### config.mk
export PLATFORM = sky130hd
export DESIGN_NAME = multicycle_controller
export DESIGN_NICKNAME = d
export VERILOG_FILES = /design/src/rtl/multicycle_controller.sv
export SDC_FILE = /design/constraint.sdc
export NUM_CORES = 1
export LEC_CHECK = 0
export BUFFER_PORTS_ARGS = -buffer_cell sky130_fd_sc_hd__buf_2
export CAP_MARGIN = 20
export CORE_AREA = 3 3 57 59
export DETAILED_ROUTE_END_ITERATION = 8
export DIE_AREA = 0 0 60 62
export PLACE_DENSITY_LB_ADDON = 0.05
export SYNTH_ARGS = -nofsm -noshare
export SYNTH_HDL_FRONTEND = slang
export SYNTH_SLANG_ARGS = --single-unit
### constraint.sdc
create_clock -name clk -period 2.78 [get_ports clk]
set_clock_uncertainty 0.05 [all_clocks]
set_input_delay 0.278 -clock clk [delete_from_list [all_inputs] [get_ports clk]]
set_output_delay 0.278 -clock clk [all_outputs]
set_load 0.02 [all_outputs]
### src/rtl/multicycle_controller.sv
// Multicycle ARM-subset control FSM: sequences fetch/decode/execute/memory/writeback strobes.
// Latency: 2..5 cycles per instruction with mem_ready=1 (memory states stretch while it is low).
// Backpressure: FETCH, MEMRD and MEMWR hold until mem_ready; other states always advance.
//
// Ports:
//   clk, rst_n        rising-edge clock, asynchronous active-low reset
//   instr[31:0]       instruction register contents (stable from DECODE onward)
//   flags[3:0]        NZCV condition flags (bit3=N, bit2=Z, bit1=C, bit0=V)
//   mem_ready         memory access completes this cycle
//   pc_write, ir_write, adr_src, reg_write, mem_write, alu_src_a,
//   flag_write, shift_enable, reg_src       datapath strobes / selects
//   alu_src_b[1:0]    00 register, 01 immediate, 10 constant 4
//   result_src[1:0]   00 ALUOut, 01 data register, 10 ALU direct, 11 shifter register
//   alu_control[2:0]  000 add, 001 sub, 010 cmp, 100 and, 101 orr
//   state[3:0]        current FSM state encoding
//   instr_done        one-cycle pulse in the last state of every instruction
//   illegal           one-cycle pulse when DECODE sees an unsupported encoding
module multicycle_controller #(
    parameter int COND_EXEC     = 1,
    parameter int MEM_HANDSHAKE = 1
) (
    input  logic        clk,
    input  logic        rst_n,
    input  logic [31:0] instr,
    input  logic [3:0]  flags,
    input  logic        mem_ready,
    output logic        pc_write,
    output logic        ir_write,
    output logic        adr_src,
    output logic        reg_write,
    output logic        mem_write,
    output logic        alu_src_a,
    output logic        flag_write,
    output logic        shift_enable,
    output logic        reg_src,
    output logic [1:0]  alu_src_b,
    output logic [1:0]  result_src,
    output logic [2:0]  alu_control,
    output logic [3:0]  state,
    output logic        instr_done,
    output logic        illegal
);

    typedef enum logic [3:0] {
        S_FETCH  = 4'd0,
        S_DECODE = 4'd1,
        S_MEMADR = 4'd2,
        S_MEMRD  = 4'd3,
        S_MEMWB  = 4'd4,
        S_MEMWR  = 4'd5,
        S_EXECR  = 4'd6,
        S_EXECS  = 4'd7,
        S_ALUWB  = 4'd8,
        S_BRANCH = 4'd9
    } state_t;

    // Instruction classes recognised by the decoder.
    typedef enum logic [3:0] {
        C_ADD,
        C_SUB,
        C_AND,
        C_ORR,
        C_CMP,
        C_LSL,
        C_LSR,
        C_LDR,
        C_STR,
        C_B,
        C_ILL
    } cls_t;

    localparam logic [2:0] ALU_ADD = 3'b000;
    localparam logic [2:0] ALU_SUB = 3'b001;
    localparam logic [2:0] ALU_CMP = 3'b010;
    localparam logic [2:0] ALU_AND = 3'b100;
    localparam logic [2:0] ALU_ORR = 3'b101;

    state_t     state_q;
    state_t     state_nxt;
    cls_t       cls;
    logic       mem_rdy;
    logic       cond_ok;
    logic       is_shift;
    logic [1:0] op;
    logic [3:0] cmd;

    // Fields the decoder never looks at (I bit, register numbers, Rm).
    logic unused_instr_bits;
    assign unused_instr_bits = ^{instr[25], instr[19:12], instr[3:0]};

    assign op  = instr[27:26];
    assign cmd = instr[24:21];

    // With the handshake disabled every memory access is assumed single-cycle.
    assign mem_rdy = (MEM_HANDSHAKE != 0) ? mem_ready : 1'b1;

    // Standard ARM condition table; 1111 never executes.
    function automatic logic cond_pass(input logic [3:0] c, input logic [3:0] f);
        logic n;
        logic z;
        logic cf;
        logic v;
        logic r;
        n  = f[3];
        z  = f[2];
        cf = f[1];
        v  = f[0];
        case (c)
            4'b0000: r = z;
            4'b0001: r = !z;
            4'b0010: r = cf;
            4'b0011: r = !cf;
            4'b0100: r = n;
            4'b0101: r = !n;
            4'b0110: r = v;
            4'b0111: r = !v;
            4'b1000: r = cf && !z;
            4'b1001: r = !cf || z;
            4'b1010: r = (n == v);
            4'b1011: r = (n != v);
            4'b1100: r = !z && (n == v);
            4'b1101: r = z || (n != v);
            4'b1110: r = 1'b1;
            default: r = 1'b0;
        endcase
        return r;
    endfunction

    assign cond_ok = (COND_EXEC != 0) ? cond_pass(instr[31:28], flags) : 1'b1;

    // Instruction class decode. cmd 1101 is MOV in ARM; only its shifted
    // register forms are supported, and LSL #0 (a plain MOV) is rejected.
    always_comb begin
        cls = C_ILL;
        case (op)
            2'b00: begin
                case (cmd)
                    4'b0100: cls = C_ADD;
                    4'b0010: cls = C_SUB;
                    4'b0000: cls = C_AND;
                    4'b1100: cls = C_ORR;
                    4'b1010: cls = C_CMP;
                    4'b1101: begin
                        if (instr[6:5] == 2'b00 && instr[11:4] != 8'd0) begin
                            cls = C_LSL;
                        end else if (instr[6:5] == 2'b01) begin
                            cls = C_LSR;
                        end else begin
                            cls = C_ILL;
                        end
                    end
                    default: cls = C_ILL;
                endcase
            end
            2'b01: begin
                cls = instr[20] ? C_LDR : C_STR;
            end
            2'b10: begin
                cls = instr[24] ? C_ILL : C_B;
            end
            default: cls = C_ILL;
        endcase
    end

    assign is_shift = (cls == C_LSL) || (cls == C_LSR);

    // State register.
    always_ff @(posedge clk or negedge rst_n) begin
        if (!rst_n) begin
            state_q <= S_FETCH;
        end else begin
            state_q <= state_nxt;
        end
    end

    assign state = state_q;

    // Next state and outputs. Every output is forced to its idle value while
    // rst_n is low so nothing leaks out of FETCH during reset.
    always_comb begin
        state_nxt    = state_q;
        pc_write     = 1'b0;
        ir_write     = 1'b0;
        adr_src      = 1'b0;
        reg_write    = 1'b0;
        mem_write    = 1'b0;
        alu_src_a    = 1'b0;
        flag_write   = 1'b0;
        shift_enable = 1'b0;
        reg_src      = 1'b0;
        alu_src_b    = 2'b00;
        result_src   = 2'b00;
        alu_control  = ALU_ADD;
        instr_done   = 1'b0;
        illegal      = 1'b0;

        if (rst_n) begin
            case (state_q)
                S_FETCH: begin
                    // PC + 4 computed on the ALU and written back directly.
                    alu_src_a   = 1'b1;
                    alu_src_b   = 2'b10;
                    alu_control = ALU_ADD;
                    result_src  = 2'b10;
                    ir_write    = mem_rdy;
                    pc_write    = mem_rdy;
                    state_nxt   = mem_rdy ? S_DECODE : S_FETCH;
                end

                S_DECODE: begin
                    illegal = (cls == C_ILL);
                    if (!cond_ok || cls == C_ILL) begin
                        // Squashed instruction: retire with no writes.
                        instr_done = 1'b1;
                        state_nxt  = S_FETCH;
                    end else begin
                        case (cls)
                            C_LDR, C_STR:                      state_nxt = S_MEMADR;
                            C_ADD, C_SUB, C_AND, C_ORR, C_CMP: state_nxt = S_EXECR;
                            C_LSL, C_LSR:                      state_nxt = S_EXECS;
                            C_B:                               state_nxt = S_BRANCH;
                            default:                           state_nxt = S_FETCH;
                        endcase
                    end
                end

                S_MEMADR: begin
                    alu_src_b   = 2'b01;
                    alu_control = ALU_ADD;
                    // STR needs Rd on the second read port to supply store data.
                    reg_src     = (cls == C_STR);
                    state_nxt   = (cls == C_STR) ? S_MEMWR : S_MEMRD;
                end

                S_MEMRD: begin
                    adr_src   = 1'b1;
                    state_nxt = mem_rdy ? S_MEMWB : S_MEMRD;
                end

                S_MEMWB: begin
                    result_src = 2'b01;
                    reg_write  = 1'b1;
                    instr_done = 1'b1;
                    state_nxt  = S_FETCH;
                end

                S_MEMWR: begin
                    // Write is held asserted until memory accepts it.
                    adr_src   = 1'b1;
                    reg_src   = 1'b1;
                    mem_write = 1'b1;
                    if (mem_rdy) begin
                        instr_done = 1'b1;
                        state_nxt  = S_FETCH;
                    end
                end

                S_EXECR: begin
                    alu_src_b = 2'b00;
                    case (cls)
                        C_SUB:   alu_control = ALU_SUB;
                        C_CMP:   alu_control = ALU_CMP;
                        C_AND:   alu_control = ALU_AND;
                        C_ORR:   alu_control = ALU_ORR;
                        default: alu_control = ALU_ADD;
                    endcase
                    if (cls == C_CMP) begin
                        // CMP only updates flags; it has no writeback cycle.
                        flag_write = 1'b1;
                        reg_src    = 1'b1;
                        instr_done = 1'b1;
                        state_nxt  = S_FETCH;
                    end else begin
                        state_nxt = S_ALUWB;
                    end
                end

                S_EXECS: begin
                    shift_enable = 1'b1;
                    state_nxt    = S_ALUWB;
                end

                S_ALUWB: begin
                    reg_write  = 1'b1;
                    result_src = is_shift ? 2'b11 : 2'b00;
                    instr_done = 1'b1;
                    state_nxt  = S_FETCH;
                end

                S_BRANCH: begin
                    alu_src_b   = 2'b01;
                    alu_control = ALU_ADD;
                    result_src  = 2'b10;
                    pc_write    = 1'b1;
                    instr_done  = 1'b1;
                    state_nxt   = S_FETCH;
                end

                default: begin
                    // Unused encodings recover to FETCH with all strobes idle.
                    state_nxt = S_FETCH;
                end
            endcase
        end
    end

endmodule
==> qor.txt <==
Design Area, Final = 1650 um^2
Die H = 62 um
Crit Path Max Fanout = 3
Hold Crit Class = input port to asynchronous set/reset pin
VDD IR max = 0.4642 mV
Share of the synthesized area in the top cell type = 0.09070
Least-Margin Pin Slew = 524.3 ps
Ys async rst share = 1.000
Crit Path Class = input port to output port
Max_cap viols = 0
Fin nets = 276
I/O pin total = 61
Sink Count = 4
Clock Tree Root = clkbuf_4
Routed wire length = 3748 um
Pin count of the biggest net entering global routing = 16
Dominant synthesized flop cell = dfrtp_1
DR DRC count = 0
Cell Area, Synth = 1104 um^2
Nature of the critical path startpoint = input port
Largest register FFs = 4
Die area = 3720 um^2
Ant diodes = 0
Non-Filler Instances = 262
RSZ-0062 raised after global routing = true
FP Rows = 19
Max stage delay on crit path = 440 ps
Antenna violations before repair = 0
Post-DP HPWL = 2855 um
Syn_area_per_cell = 6.770 um^2
CTS max path bufs = 2
First-pass GRT wire length = 6141 um
Vias per cell = 5.844
Total track usage = 0.2075
Vias = 1531
Worst skew pair latency = 230 ps
Vias in the first global route = 1408
Remaining antenna violation count = 0
Area contributors post-synth = dfrtp_1 9.1%, nor2_1 7.1%, nand2b_1 5.7%
Largest area contributor in the netlist = dfrtp_1
Pwr dens = 348.1 nW/um^2
Most common cell after layout, fill and taps aside = buf_2
CP Capture Type = output port
Synthesis-to-finish area growth = 49.55%
Worst path slowest cell = or3b_2
Most frequent cells in the layout = 45 x buf_2, 24 x buf_4, 20 x nor2_1
Fill cell count = 259
Htree depth = 1
Average wire per standard cell = 14.31 um
Starting Density = 0.4002
Initial DRC Count = 121
Seq. cell area = 100.1 um^2
Core Region = 2758 um^2
Inst Count DP = 252
Share of cells above drive strength 1 = 0.4242
CP required = 2450 ps
Clock transition at path regs = 40 ps
Post-route core utilization = 0.5985
Total grt overflow = 0
Sequential element share of the synthesized area = 0.09070
EDFF count, synth = 0
Multi-input gate area = 1028 um^2
Gate Count Post-Synth = 163
Fmax = 0.3625 GHz
Die width = 60 um
CTS tree = built
Outcome = finished, final reports clean
Warnings, synthesis = 0
Final setup viols = 0
Critical path arrival = 2430 ps
IO buf count = 47
Pre-antenna DRT Iters = 4
Pleak = 0.7263 nW
Worst hold slack = 371.2 ps
#FFs+latches synth = 4
Worst path cell trace = buf_8 -> buf_4 -> or3b_2 -> a21oi_2 -> o31ai_4 -> o22a_1 -> inv_2 -> ha_4 -> nand2_4 -> nor3_4 -> a21oi_2 -> a2111oi_4 -> buf_4
Fin crit period = 2759 ps
Num CTS Buffers = 3
Final critical-path share of the clock period = 0.9923
RD Place Congestion = 0.8653
Slew headroom = 0.6494
Post-Syn Nets = 206
Final hold violations = 0
Synth cell types = 55
Post-Place Cell Area = 1466 um^2
Max-slew violation count = 0
## path summary, 6_finish.rpt
kind | startpoint | slack [ps] | endpoint | cells after the start
worst max register to register | state[2] | 810 | state[1] | 6
worst min-delay path | rst_n | 370 | state[2] | 2
max in group asynchronous | rst_n | 2120 | state[1] | 2
min in group clk | mem_ready | 500 | state[2] | 4
worst min register to register | state[1] | 700 | state[1] | 3
worst max-delay path | instr[22] | 20 | reg_src | 13
## synthesized netlist by cell type, types with 3 or more instances
library cell  number
o21a_1             3
dfrtp_1            4
a211oi_1           5
o21ai_0           11
nand2_1           12
nand2b_1          10
nor2_1            21
nor3_1             8
o22ai_1            3
a21o_1             3
inv_1              8
o31ai_1            4
ha_1               4
a21oi_1           11
nand3b_1           3
## through the flow
stage	TNS (ps)	power, mW	setup slack [ps]
global placement	-230.5	0.4635	-165.5
CTS	0	0.5589	25.77
floorplan	0	0.3440	99.72
global route	-207.4	0.6268	-154.9
detailed placement	-221.0	0.4735	-177.5
finish	0	0.5745	21.27
## worst max-delay path, delay by kind of cell
kind / cells / cell delay [ps]
compound gates: 5 / 900
simple gates: 3 / 610
buf+inv: 4 / 500
fa+ha+maj: 1 / 140
## where the power goes
group / switching [mW] / total (mW) / internal, mW
Sequential: 0.0381 / 0.107 / 0.0685
Combinational: 0.240 / 0.397 / 0.157
Clock: 0.0225 / 0.0707 / 0.0482
## cell type report
class                   count  share of cell area
multi-input cells         145              0.6232
repair buffers             71              0.2608
flip-flops and latches      4             0.06065
well taps                  31             0.02350
inverters                   8             0.01820
clock buffers               3             0.01365
## logic make-up after synthesis
logic type | share of synthesized area
buffers and inverters | 0.07369
AO/OA/AOI/OAI | 0.3798
multiplexers | 0.009071
XOR/XNOR | 0.03175
flip-flops | 0.09071
adder cells (fa/ha/maj) | 0.04535
AND/OR/NAND/NOR | 0.3696
## what timing repair did
action                                  in CTS  in global routing
hold buffers                                 1                  0
hold endpoints to repair                     4                  0
setup buffers                                2                  4
pin swaps                                    7                  7
endpoints found under the setup margin       3                  6
gates resized for setup                     10                 16
## layer usage
layer	global-route usage	part of all wire	vias up
met5	0	0	-
met3	0.02273	0.052	4
met2	0.3719	0.51	53
met1	0.2617	0.43	717
met4	0.06013	0.0064	0
li1	-	-	757
(Power assumes the default switching activity.)
